`src/rtl/hazard_pkg.sv`:
```
// Shared constants and types for the pipeline hazard controller.
// Forward-select encodings and the divider-stall FSM state type.
package hazard_pkg;

  localparam logic [1:0] FWD_RF  = 2'b00;
  localparam logic [1:0] FWD_WB  = 2'b01;
  localparam logic [1:0] FWD_MEM = 2'b10;

  typedef enum logic [1:0] {
    IDLE = 2'd0,
    BUSY = 2'd1,
    DONE = 2'd2
  } div_state_t;

endpackage

```
`src/rtl/hazard_unit_if.sv`:
```
// Pipeline-side bundle of the hazard controller: register addresses and
// stage flags in, stall/flush/forward controls and divider status out.
interface hazard_unit_if #(
  parameter int REG_ADDR_W = 5
) ();

  logic [REG_ADDR_W-1:0] Rs1D;
  logic [REG_ADDR_W-1:0] Rs2D;
  logic [REG_ADDR_W-1:0] Rs1E;
  logic [REG_ADDR_W-1:0] Rs2E;
  logic [REG_ADDR_W-1:0] RdE;
  logic [REG_ADDR_W-1:0] RdM;
  logic [REG_ADDR_W-1:0] RdW;
  logic                  LoadE;
  logic                  RegWriteM;
  logic                  RegWriteW;
  logic                  PCSrcE;
  logic                  DivStartE;

  logic                  StallF;
  logic                  StallD;
  logic                  StallE;
  logic                  FlushD;
  logic                  FlushE;
  logic                  FlushM;
  logic [1:0]            ForwardAE;
  logic [1:0]            ForwardBE;
  logic                  DivBusy;
  logic                  DivDoneE;

  modport master (
    output Rs1D, Rs2D, Rs1E, Rs2E, RdE, RdM, RdW,
    output LoadE, RegWriteM, RegWriteW, PCSrcE, DivStartE,
    input  StallF, StallD, StallE, FlushD, FlushE, FlushM,
    input  ForwardAE, ForwardBE, DivBusy, DivDoneE
  );

  modport slave (
    input  Rs1D, Rs2D, Rs1E, Rs2E, RdE, RdM, RdW,
    input  LoadE, RegWriteM, RegWriteW, PCSrcE, DivStartE,
    output StallF, StallD, StallE, FlushD, FlushE, FlushM,
    output ForwardAE, ForwardBE, DivBusy, DivDoneE
  );

endinterface

```
`src/rtl/div_stall_ctrl.sv`:
```
// Holds the pipeline while the iterative execute-stage divider runs.
// Built only when HAZARD_DIV_STALL_EN is defined.
//
//   state | meaning
//   ------+-----------------------------------------------------------
//   IDLE  | no divide in flight; a DivStartE stalls this same cycle
//   BUSY  | divider iterating; cnt counts remaining stall cycles to 0
//   DONE  | result valid, execute advances at the end of this cycle
module div_stall_ctrl
  import hazard_pkg::*;
#(
  parameter int DIV_CYCLES = 32
) (
  input  logic CLK,
  input  logic RST,
  input  logic DivStartE,
  output logic divStall,
  output logic DivBusy,
  output logic DivDoneE
);

  localparam int              CNT_W    = $clog2(DIV_CYCLES);
  localparam logic [CNT_W-1:0] CNT_LOAD = CNT_W'(DIV_CYCLES - 2);

  div_state_t       state;
  div_state_t       state_nxt;
  logic [CNT_W-1:0] cnt;
  logic [CNT_W-1:0] cnt_nxt;

  always_ff @(posedge CLK or negedge RST) begin
    if (!RST) begin
      state <= IDLE;
      cnt   <= '0;
    end else begin
      state <= state_nxt;
      cnt   <= cnt_nxt;
    end
  end

  // DONE ignores DivStartE: the same divide is still sitting in execute.
  always_comb begin
    state_nxt = state;
    cnt_nxt   = cnt;
    case (state)
      IDLE: begin
        if (DivStartE) begin
          cnt_nxt   = CNT_LOAD;
          state_nxt = BUSY;
        end
      end
      BUSY: begin
        if (cnt == '0) state_nxt = DONE;
        else           cnt_nxt   = cnt - 1'b1;
      end
      DONE:    state_nxt = IDLE;
      default: state_nxt = IDLE;
    endcase
  end

  assign divStall = ((state == IDLE) && DivStartE) || (state == BUSY);
  assign DivBusy  = (state != IDLE);
  assign DivDoneE = (state == DONE);

endmodule

```
`src/rtl/hazard_unit.sv`:
```
// Stall/flush/forwarding control for the 5-stage core.
// Divider stall FSM is included only when HAZARD_DIV_STALL_EN is defined.
module hazard_unit
  import hazard_pkg::*;
#(
  parameter int DIV_CYCLES = 32,
  parameter int REG_ADDR_W = 5
) (
  input  logic         CLK,
  input  logic         RST,
  hazard_unit_if.slave hz
);

  if (DIV_CYCLES < 2) begin : g_bad_div_cycles
    $error("hazard_unit: DIV_CYCLES must be >= 2");
  end

  logic lw_stall;
  logic div_stall;
  logic div_busy;
  logic div_done;
  logic stall_fd;

  function automatic logic [1:0] fwd_sel(
    input logic [REG_ADDR_W-1:0] rs,
    input logic [REG_ADDR_W-1:0] rd_m,
    input logic                  we_m,
    input logic [REG_ADDR_W-1:0] rd_w,
    input logic                  we_w
  );
    if (we_m && (rd_m == rs) && (rd_m != '0))      return FWD_MEM;
    else if (we_w && (rd_w == rs) && (rd_w != '0)) return FWD_WB;
    else                                           return FWD_RF;
  endfunction

  always_comb begin
    hz.ForwardAE = fwd_sel(hz.Rs1E, hz.RdM, hz.RegWriteM, hz.RdW, hz.RegWriteW);
    hz.ForwardBE = fwd_sel(hz.Rs2E, hz.RdM, hz.RegWriteM, hz.RdW, hz.RegWriteW);
  end

  assign lw_stall = hz.LoadE && (hz.RdE != REG_ADDR_W'(0)) &&
                    ((hz.Rs1D == hz.RdE) || (hz.Rs2D == hz.RdE));

`ifdef HAZARD_DIV_STALL_EN
  div_stall_ctrl #(
    .DIV_CYCLES (DIV_CYCLES)
  ) u_div_stall_ctrl (
    .CLK       (CLK),
    .RST       (RST),
    .DivStartE (hz.DivStartE),
    .divStall  (div_stall),
    .DivBusy   (div_busy),
    .DivDoneE  (div_done)
  );
`else
  logic unused_div_inputs;
  assign unused_div_inputs = &{1'b0, CLK, RST, hz.DivStartE};
  assign div_stall = 1'b0;
  assign div_busy  = 1'b0;
  assign div_done  = 1'b0;
`endif

  // A held decode register would swallow the clear, so a redirect beats the hold.
  assign stall_fd  = lw_stall || div_stall;
  assign hz.StallF = stall_fd;
  assign hz.StallD = stall_fd && !hz.PCSrcE;
  assign hz.FlushD = hz.PCSrcE;
  assign hz.FlushE = (lw_stall || hz.PCSrcE) && !div_stall;
  assign hz.StallE = div_stall;
  assign hz.FlushM = div_stall;

  assign hz.DivBusy  = div_busy;
  assign hz.DivDoneE = div_done;

endmodule

```
`src/flat_wrapper.sv`:
```
// flat-port wrapper written by rule: the top's interface ports become plain ports
module hazard_unit_flat import hazard_pkg::*;
#(
  parameter int DIV_CYCLES = 32,
  parameter int REG_ADDR_W = 5
)
  (CLK, RST, hz_Rs1D, hz_Rs2D, hz_Rs1E, hz_Rs2E, hz_RdE, hz_RdM, hz_RdW, hz_LoadE, hz_RegWriteM, hz_RegWriteW, hz_PCSrcE, hz_DivStartE, hz_StallF, hz_StallD, hz_StallE, hz_FlushD, hz_FlushE, hz_FlushM, hz_ForwardAE, hz_ForwardBE, hz_DivBusy, hz_DivDoneE);
  hazard_unit_if #(.REG_ADDR_W(REG_ADDR_W)) hz_i ();
  input  logic CLK;
  input  logic RST;
  input wire logic [$bits(hz_i.Rs1D)-1:0] hz_Rs1D;
  input wire logic [$bits(hz_i.Rs2D)-1:0] hz_Rs2D;
  input wire logic [$bits(hz_i.Rs1E)-1:0] hz_Rs1E;
  input wire logic [$bits(hz_i.Rs2E)-1:0] hz_Rs2E;
  input wire logic [$bits(hz_i.RdE)-1:0] hz_RdE;
  input wire logic [$bits(hz_i.RdM)-1:0] hz_RdM;
  input wire logic [$bits(hz_i.RdW)-1:0] hz_RdW;
  input wire logic [$bits(hz_i.LoadE)-1:0] hz_LoadE;
  input wire logic [$bits(hz_i.RegWriteM)-1:0] hz_RegWriteM;
  input wire logic [$bits(hz_i.RegWriteW)-1:0] hz_RegWriteW;
  input wire logic [$bits(hz_i.PCSrcE)-1:0] hz_PCSrcE;
  input wire logic [$bits(hz_i.DivStartE)-1:0] hz_DivStartE;
  output wire logic [$bits(hz_i.StallF)-1:0] hz_StallF;
  output wire logic [$bits(hz_i.StallD)-1:0] hz_StallD;
  output wire logic [$bits(hz_i.StallE)-1:0] hz_StallE;
  output wire logic [$bits(hz_i.FlushD)-1:0] hz_FlushD;
  output wire logic [$bits(hz_i.FlushE)-1:0] hz_FlushE;
  output wire logic [$bits(hz_i.FlushM)-1:0] hz_FlushM;
  output wire logic [$bits(hz_i.ForwardAE)-1:0] hz_ForwardAE;
  output wire logic [$bits(hz_i.ForwardBE)-1:0] hz_ForwardBE;
  output wire logic [$bits(hz_i.DivBusy)-1:0] hz_DivBusy;
  output wire logic [$bits(hz_i.DivDoneE)-1:0] hz_DivDoneE;
  assign hz_i.Rs1D = hz_Rs1D;
  assign hz_i.Rs2D = hz_Rs2D;
  assign hz_i.Rs1E = hz_Rs1E;
  assign hz_i.Rs2E = hz_Rs2E;
  assign hz_i.RdE = hz_RdE;
  assign hz_i.RdM = hz_RdM;
  assign hz_i.RdW = hz_RdW;
  assign hz_i.LoadE = hz_LoadE;
  assign hz_i.RegWriteM = hz_RegWriteM;
  assign hz_i.RegWriteW = hz_RegWriteW;
  assign hz_i.PCSrcE = hz_PCSrcE;
  assign hz_i.DivStartE = hz_DivStartE;
  assign hz_StallF = hz_i.StallF;
  assign hz_StallD = hz_i.StallD;
  assign hz_StallE = hz_i.StallE;
  assign hz_FlushD = hz_i.FlushD;
  assign hz_FlushE = hz_i.FlushE;
  assign hz_FlushM = hz_i.FlushM;
  assign hz_ForwardAE = hz_i.ForwardAE;
  assign hz_ForwardBE = hz_i.ForwardBE;
  assign hz_DivBusy = hz_i.DivBusy;
  assign hz_DivDoneE = hz_i.DivDoneE;
  hazard_unit #(.DIV_CYCLES(DIV_CYCLES), .REG_ADDR_W(REG_ADDR_W)) u_core (.CLK(CLK), .RST(RST), .hz(hz_i));
endmodule
```
`config.mk`:
```
export PLATFORM = sky130hd
export DESIGN_NAME = hazard_unit_flat
export DESIGN_NICKNAME = d
export VERILOG_FILES = /design/src/rtl/hazard_pkg.sv /design/src/rtl/hazard_unit_if.sv /design/src/rtl/div_stall_ctrl.sv /design/src/rtl/hazard_unit.sv /design/src/flat_wrapper.sv
export SDC_FILE = /design/constraint.sdc
export NUM_CORES = 1
export LEC_CHECK = 0
export CAP_MARGIN = 20
export CORE_AREA = 2 2 42 52
export DETAILED_ROUTE_END_ITERATION = 8
export DIE_AREA = 0 0 44 54
export PLACE_DENSITY = 0.77
export SLEW_MARGIN = 40
export SYNTH_ARGS = -nofsm -noshare
export SYNTH_HDL_FRONTEND = slang
export SYNTH_SLANG_ARGS = --single-unit
```
`constraint.sdc`:
```
create_clock -name vclk -period 1.65
set_input_delay 0.33 -clock vclk [all_inputs]
set_output_delay 0.33 -clock vclk [all_outputs]
set_load 0.005 [all_outputs]
```
# After elaboration in Yosys (flattened, before gate mapping)
# Cells that the tools add are included.
totals:
  regBits: 0
  latchBits: 0
  ram_bits: 0
  rom_bits: 0
  input_bits: 42
  out_inout_bits: 12
  wordCells: 27
  n_memories: 0
classes:
  add_sub_neg: 0
  mul: 0
  div_mod_pow: 0
  order_cmp: 0
  n_eq_ne: 6
  shift: 0
  muxes: 4
  bitwise: 0
  reduce_logical: 17
ops:
  columns: ["operator", "n"]
  rows:
  - ["$eq A5 B5 Y1", 6]
  - ["$reduce_bool A5 Y1", 3]
  - ["$logic_and A1 B1 Y1", 11]
  - ["$mux W2", 2]
  - ["$logic_or A1 B1 Y1", 2]
  - ["$mux W1", 2]
  - ["$logic_not A1 Y1", 1]

# Logic depth before layout (Yosys ltp)
# Gate-level depths: netlist (run 1).
depth:
  word_depth: 5
  depth_mapped: 4

# Least setup slack after synthesis (run 1)
# Ideal clock, no wire load.
synth_timing:
  path_type: "input to output"
  start: "in hz_RdM[3]"
  end: "out hz_ForwardAE[0]"
  arrival_ns: 1.370
  t_required_ns: 1.320
  setup_slack_ns: -0.050
  cell_stages: 4
  cell_sequence: "or4_1 > o21ai_2 > nor4_1 > nor4_2"
synth_between:
  elab_chain_cells: 4
  elab_cells_between_ends: 5
synth_rtl:
  columns: ["element", "line_no", "rtl"]
  rows:
  - ["start, declared", "flat_wrapper.sv:16", "input wire logic [$bits(hz_i.RdM)-1:0] hz_RdM;"]
  - ["$eq A5 B5 Y1", "hazard_unit.sv:31", "if (we_m && (rd_m == rs) && (rd_m != '0)) return FWD_MEM;"]
  - ["$logic_and A1 B1 Y1", "hazard_unit.sv:31", null]
  - ["$logic_and A1 B1 Y1 *", "hazard_unit.sv:31", null]
  - ["$mux W2 *", "hazard_unit.sv:31", null]
  - ["end, declared", "flat_wrapper.sv:29", "output wire logic [$bits(hz_i.ForwardAE)-1:0] hz_ForwardAE;"]
# Every way passes the cells marked *; elsewhere a longest branch is shown, timed or not.

# Final worst setup path (run 1)
layout_timing:
  start: "in hz_RdW[4]"
  end: "out hz_ForwardBE[0]"
layout_between:
  elab_chain_cells: 5
  elab_cells_between_ends: 6
layout_rtl:
  columns: ["element", "line_no", "rtl"]
  rows:
  - ["start, declared", "flat_wrapper.sv:17", "input wire logic [$bits(hz_i.RdW)-1:0] hz_RdW;"]
  - ["$eq A5 B5 Y1", "hazard_unit.sv:32", "else if (we_w && (rd_w == rs) && (rd_w != '0)) return FWD_WB;"]
  - ["$logic_and A1 B1 Y1", "hazard_unit.sv:32", null]
  - ["$logic_and A1 B1 Y1 *", "hazard_unit.sv:32", null]
  - ["$mux W1 *", "hazard_unit.sv:32", null]
  - ["$mux W2 *", "hazard_unit.sv:31", null]
  - ["end, declared", "flat_wrapper.sv:30", "output wire logic [$bits(hz_i.ForwardBE)-1:0] hz_ForwardBE;"]
# Marked as above.

==> results.sh, run 1 <==
export IMPL_yosysSeqAreaShare_pct=0
export IMPL_core_region_area_mm2=0.00194
export IMPL_nets=173
export IMPL_fillers=183
export IMPL_synth_top_area_share_pct=46.8
export IMPL_final_hold_viol_count=0
export IMPL_area_growth_syn_to_layout_pct=162
export IMPL_rows=18
export IMPL_postCtsHoldBufs=0
export IMPL_final_cell_mix="23 x xor2_1, 18 x buf_4, 15 x buf_6"
export IMPL_startpoint_type="primary input"
export IMPL_fmax_mhz=517
export IMPL_die_area_mm2=0.00238
export IMPL_ys_warn_count=0
export IMPL_gp_congestion=0.780
export IMPL_die_w_um=44
export IMPL_final_common_cell="xor2_1"
export IMPL_viasPerCell=4.50
export IMPL_period_needed_ns=1.94
export IMPL_drtAntennaViolNets=0
export IMPL_grt_pass1_wl_um=3020
export IMPL_synth_area_um2=449
export IMPL_finish_instance_area_mm2=0.00118
export IMPL_min_period_over_period_pct=117
export IMPL_multi_input_area_um2=557
export IMPL_die_h_um=54
export IMPL_cp_required_ns=1.32
export IMPL_leakagePower_uw=0.000574
export IMPL_dpl_instance_area_mm2=0.00110
export IMPL_start_util_pct=23.2
export IMPL_hold_depth=4
export IMPL_antenna_found_initial=0
export IMPL_post_drt_wl_per_cell_um=13.9
export IMPL_grt_pass1_vias=718
export IMPL_violations="negative setup slack"
export IMPL_p_total_uw=279
export IMPL_path_class="primary input to primary output"
export IMPL_worstPathMaxFanout=2
export IMPL_clock_buffer_count=0
export IMPL_grt_max_degree=4
export IMPL_worstPathArrival_ns=1.61
export IMPL_routed_wl_um=2070
export IMPL_drv_slew=0
export IMPL_io_pin_count=54
export IMPL_gr_usage_all_layers_pct=16.5
export IMPL_hpwl_um=1620
export IMPL_synth_avg_cell_area_um2=7.74
export IMPL_regArea_um2=0
export IMPL_drt_first_iter_violations=2
export IMPL_irDropWorstVdd_mv=0.117
export IMPL_nFlopsAndLatches=0
export IMPL_rsz0062_at_grt="yes"
export IMPL_syn_inst=58
export IMPL_antenna_cells=0
export IMPL_critPathCaptureType="primary output"
export IMPL_cap_violations=0
export IMPL_finalSetupTns_ns=-0.967
export IMPL_drive_gt1_share_pct=56.6
export IMPL_startpoint="hz_RdW[4]"
export IMPL_hold_path_class="primary input to primary output"
export IMPL_synthTopCellsByArea="xor2_1 47%, xnor2_1 12%, buf_4 8.4%"
export IMPL_drt_drc_violations_left=0
export IMPL_worst_slack_ns=-0.286
export IMPL_firstDrtPassIters=2
export IMPL_yosysUniqueCellTypes=15
export IMPL_hold_end="hz_StallF"
export IMPL_synth_top_area_cell="xor2_1"
export IMPL_portBuffers=47
export IMPL_gr_total_overflow=0
export IMPL_setup_viol=4
export IMPL_worstHoldStart="hz_RdE[1]"
export IMPL_outcome="finished with violations"
export IMPL_via_count=671
export IMPL_power_density_mw_per_mm2=237
==> critical path, cell delays in order <==
cell and delay, ns:
buf_6 0.10, buf_6 0.11, xor2_1 0.13, or4_1 0.52, nor4_2 0.26, buf_2 0.15
==> repair_timing <==
action,CTS,global route
pin swaps,27,13
setup endpoints to repair,8,7
gates resized for setup,128,34
setup buffers,3,0
gates cloned,0,0
==> layer usage <==
| metal | global-route usage [%] | up-vias | share of wire, % |
|---|---|---|---|
| li1 | - | 335 | - |
| met2 | 38.5 | 26 | 63 |
| met1 | 15.6 | 308 | 32 |
| met3 | 0.671 | 2 | 4.5 |
| met5 | 0 | - | 0 |
| met4 | 1.01 | 0 | 0.58 |
==> cell usage after synthesis, drive strengths merged <==
cell and instances:
nor4 4, nand3 2, a22oi 1, o21ai 3, xnor2 6, xor2 24, nor2 3, nor3 3
o21bai 1, conb 1, buf 5, or4 5
==> final cells by class <==
class              instances  share of cell area [%]
repair buffers            73                    50.6
well taps                 20                    2.13
multi-input cells         56                    47.3
==> per-stage QoR <==
step                hold slack (ns)  utilization (%)  cells  setup slack [ns]
global placement               1.55             56.7    147             -1.08
floorplan                     0.696                -     61            0.0320
finish                         1.09             60.8    149            -0.286
CTS                            1.12             60.1    149            -0.388
detailed placement             1.56             56.7    147             -1.14
global route                   1.12             60.8    149            -0.337
==> kinds of logic after synthesis <==
group	share of synthesized area [%]
other	0.835
and+or+nand+nor	24.8
xor gates and xnor gates	58.5
buffers and inverters	8.36
AOI/OAI and AO/OA	7.52
==> how the worst max path moves through the flow <==
stage	endpoint	cells after the start
floorplan	hz_ForwardAE[0]	4
detailed placement	hz_ForwardAE[0]	6
global placement	hz_ForwardAE[0]	6
CTS	hz_ForwardBE[0]	7
global route	hz_ForwardBE[0]	6
finish	hz_ForwardBE[0]	6
==> power by group <==
part,total [uW],switching [uW],internal [uW]
Sequential,0,0,0
Clock,0,0,0
Combinational,279,119,159
Note: power is estimated with default switching activity, not from simulation.
==> run 2, diff against run 1 <==
--- a/config.mk
+++ b/config.mk
@@ -10,5 +10,7 @@
 export DETAILED_ROUTE_END_ITERATION = 8
 export DIE_AREA = 0 0 44 54
+export GPL_ROUTABILITY_DRIVEN = 0
 export PLACE_DENSITY = 0.77
+export SKIP_LAST_GASP = 1
 export SLEW_MARGIN = 40
 export SYNTH_ARGS = -nofsm -noshare
==> constraint.sdc (replaced) <==
create_clock -name vclk -period 1.65
set_input_delay 0.495 -clock vclk [all_inputs]
set_output_delay 0.495 -clock vclk [all_outputs]
set_load 0.005 [all_outputs]
==> run 2 against run 1 <==
  * The flow still finishes with violations (negative setup slack)
  * Flip-flop and latch count did not move
  * Worst setup slack got worse by 0.29 ns
  * Combinational power is essentially flat
  * Cell count unchanged
  * Count of clock-buffer cells in the layout stayed put
  * Worst hold slack better by 0.32 ns
  * Design area fell by 0.32%
  * Global-route usage increased by 0.55 points
  * Sequential share of layout area is the same
  * Core utilization fell by 0.19 points
  * Via count grew 0.30%
  * Critical path depth stayed put
  * Critical endpoint is now hz_ForwardAE[0]
  * Largest cell class unchanged
==> results.sh, run 2 (synthesized netlist as in run 1, its figures left out) <==
export IMPL_worst_slack_ns=-0.580
export IMPL_clock_buffer_count=0
export IMPL_post_drt_wl_per_cell_um=13.3
export IMPL_grt_pass1_wl_um=3120
export IMPL_die_w_um=44
export IMPL_hold_path_class="primary input to primary output"
export IMPL_gr_usage_all_layers_pct=17.1
export IMPL_violations="negative setup slack"
export IMPL_final_hold_viol_count=0
export IMPL_drive_gt1_share_pct=60.5
export IMPL_final_core_util_pct=60.6
export IMPL_worstPathMaxFanout=3
export IMPL_final_common_cell="buf_4"
export IMPL_portBuffers=47
export IMPL_area_growth_syn_to_layout_pct=161
export IMPL_irDropWorstVdd_mv=0.113
export IMPL_drt_drc_violations_left=0
export IMPL_leakagePower_uw=0.000571
export IMPL_hpwl_um=1540
export IMPL_via_count=673
export IMPL_routed_wl_um=1980
export IMPL_period_needed_ns=2.23
export IMPL_rsz0062_at_grt="yes"
export IMPL_critPathCaptureType="primary output"
export IMPL_gr_total_overflow=0
export IMPL_power_density_mw_per_mm2=236
export IMPL_startpoint_type="primary input"
export IMPL_drv_slew=0
export IMPL_start_util_pct=23.2
export IMPL_antenna_cells=0
export IMPL_drt_first_iter_violations=2
export IMPL_cap_violations=0
export IMPL_finish_instance_area_mm2=0.00117
export IMPL_worstPathArrival_ns=1.74
export IMPL_dr_wl_met2_um=1060
export IMPL_grt_max_degree=4
export IMPL_die_area_mm2=0.00238
export IMPL_min_period_over_period_pct=135
export IMPL_drtAntennaViolNets=0
export IMPL_highest_layer="met4"
export IMPL_viasPerCell=4.52
export IMPL_core_region_area_mm2=0.00194
export IMPL_dr_wl_met3_um=129
export IMPL_met1_length_um=733
export IMPL_setup_viol=7
export IMPL_outcome="finished with violations"
export IMPL_final_cell_mix="25 x buf_4, 24 x xor2_1, 12 x buf_6, 12 x buf_2, 7 x clkdlybuf4s15_1"
export IMPL_io_pin_count=54
export IMPL_antenna_found_initial=0
export IMPL_regArea_um2=0
export IMPL_rows=18
export IMPL_die_h_um=54
export IMPL_nets=173
export IMPL_firstDrtPassIters=3
export IMPL_fmax_mhz=448
export IMPL_cp_required_ns=1.15
export IMPL_hold_ws_ns=1.40
export IMPL_path_class="primary input to primary output"
export IMPL_dpl_instance_area_mm2=0.00108
export IMPL_nFlopsAndLatches=0
export IMPL_grt_pass1_vias=715
run 2: final timing paths:
| path | from | end | slack (ns) | depth (start not counted) |
|---|---|---|---|---|
| worst min-delay path | hz_PCSrcE | hz_StallD | 1.40 | 3 |
| worst max-delay path | hz_RdW[0] | hz_ForwardAE[0] | -0.58 | 6 |
run 2: worst max-delay path: stages:
cell	delay, ns
buf_4	0.10
or4_4	0.11
o21ai_2	0.06
or4_4	0.55
nor4_4	0.27
buf_2	0.15
run 2: what timing repair did:
action                                  in CTS  in global routing
resized for setup                          128                 45
hold endpoints to repair                     0                  0
hold buffers                                 0                  0
pin swaps                                   28                 17
endpoints found under the setup margin       8                  7
buffers inserted                             6                  1
run 2: area by class of cell:
class / instances / area [um2]
Multi-Input combinational cell: 56 / 551
Fill cell: 164 / 763
Timing Repair Buffer: 73 / 598
Tap cell: 20 / 25.0
run 2: routing by layer:
metal | up-vias | track usage [%]
met4 | 0 | 5.05
li1 | 339 | -
met5 | - | 0
met2 | 31 | 32.6
met1 | 296 | 19.3
met3 | 7 | 2.35
run 2: per-stage QoR:
| step | setup TNS, ns | total power (uW) | setup slack (ns) | instances |
|---|---|---|---|---|
| global route | -3.46 | 298 | -0.625 | 149 |
| CTS | -3.54 | 251 | -0.696 | 148 |
| finish | -3.22 | 276 | -0.580 | 149 |
| detailed placement | -8.75 | 245 | -1.36 | 143 |
| floorplan | -1.06 | 80.8 | -0.295 | 61 |
| global placement | -8.53 | 241 | -1.33 | 143 |
run 2: power by group:
part	internal [uW]	switching [uW]
Clock	0	0
Sequential	0	0
Combinational	162	115
==> run 3, diff against run 2 <==
Settings changed: CAP_MARGIN 20 to 10.
==> results of run 3 <==
The final DEF is identical to that of run 2; final timing and power are the same.
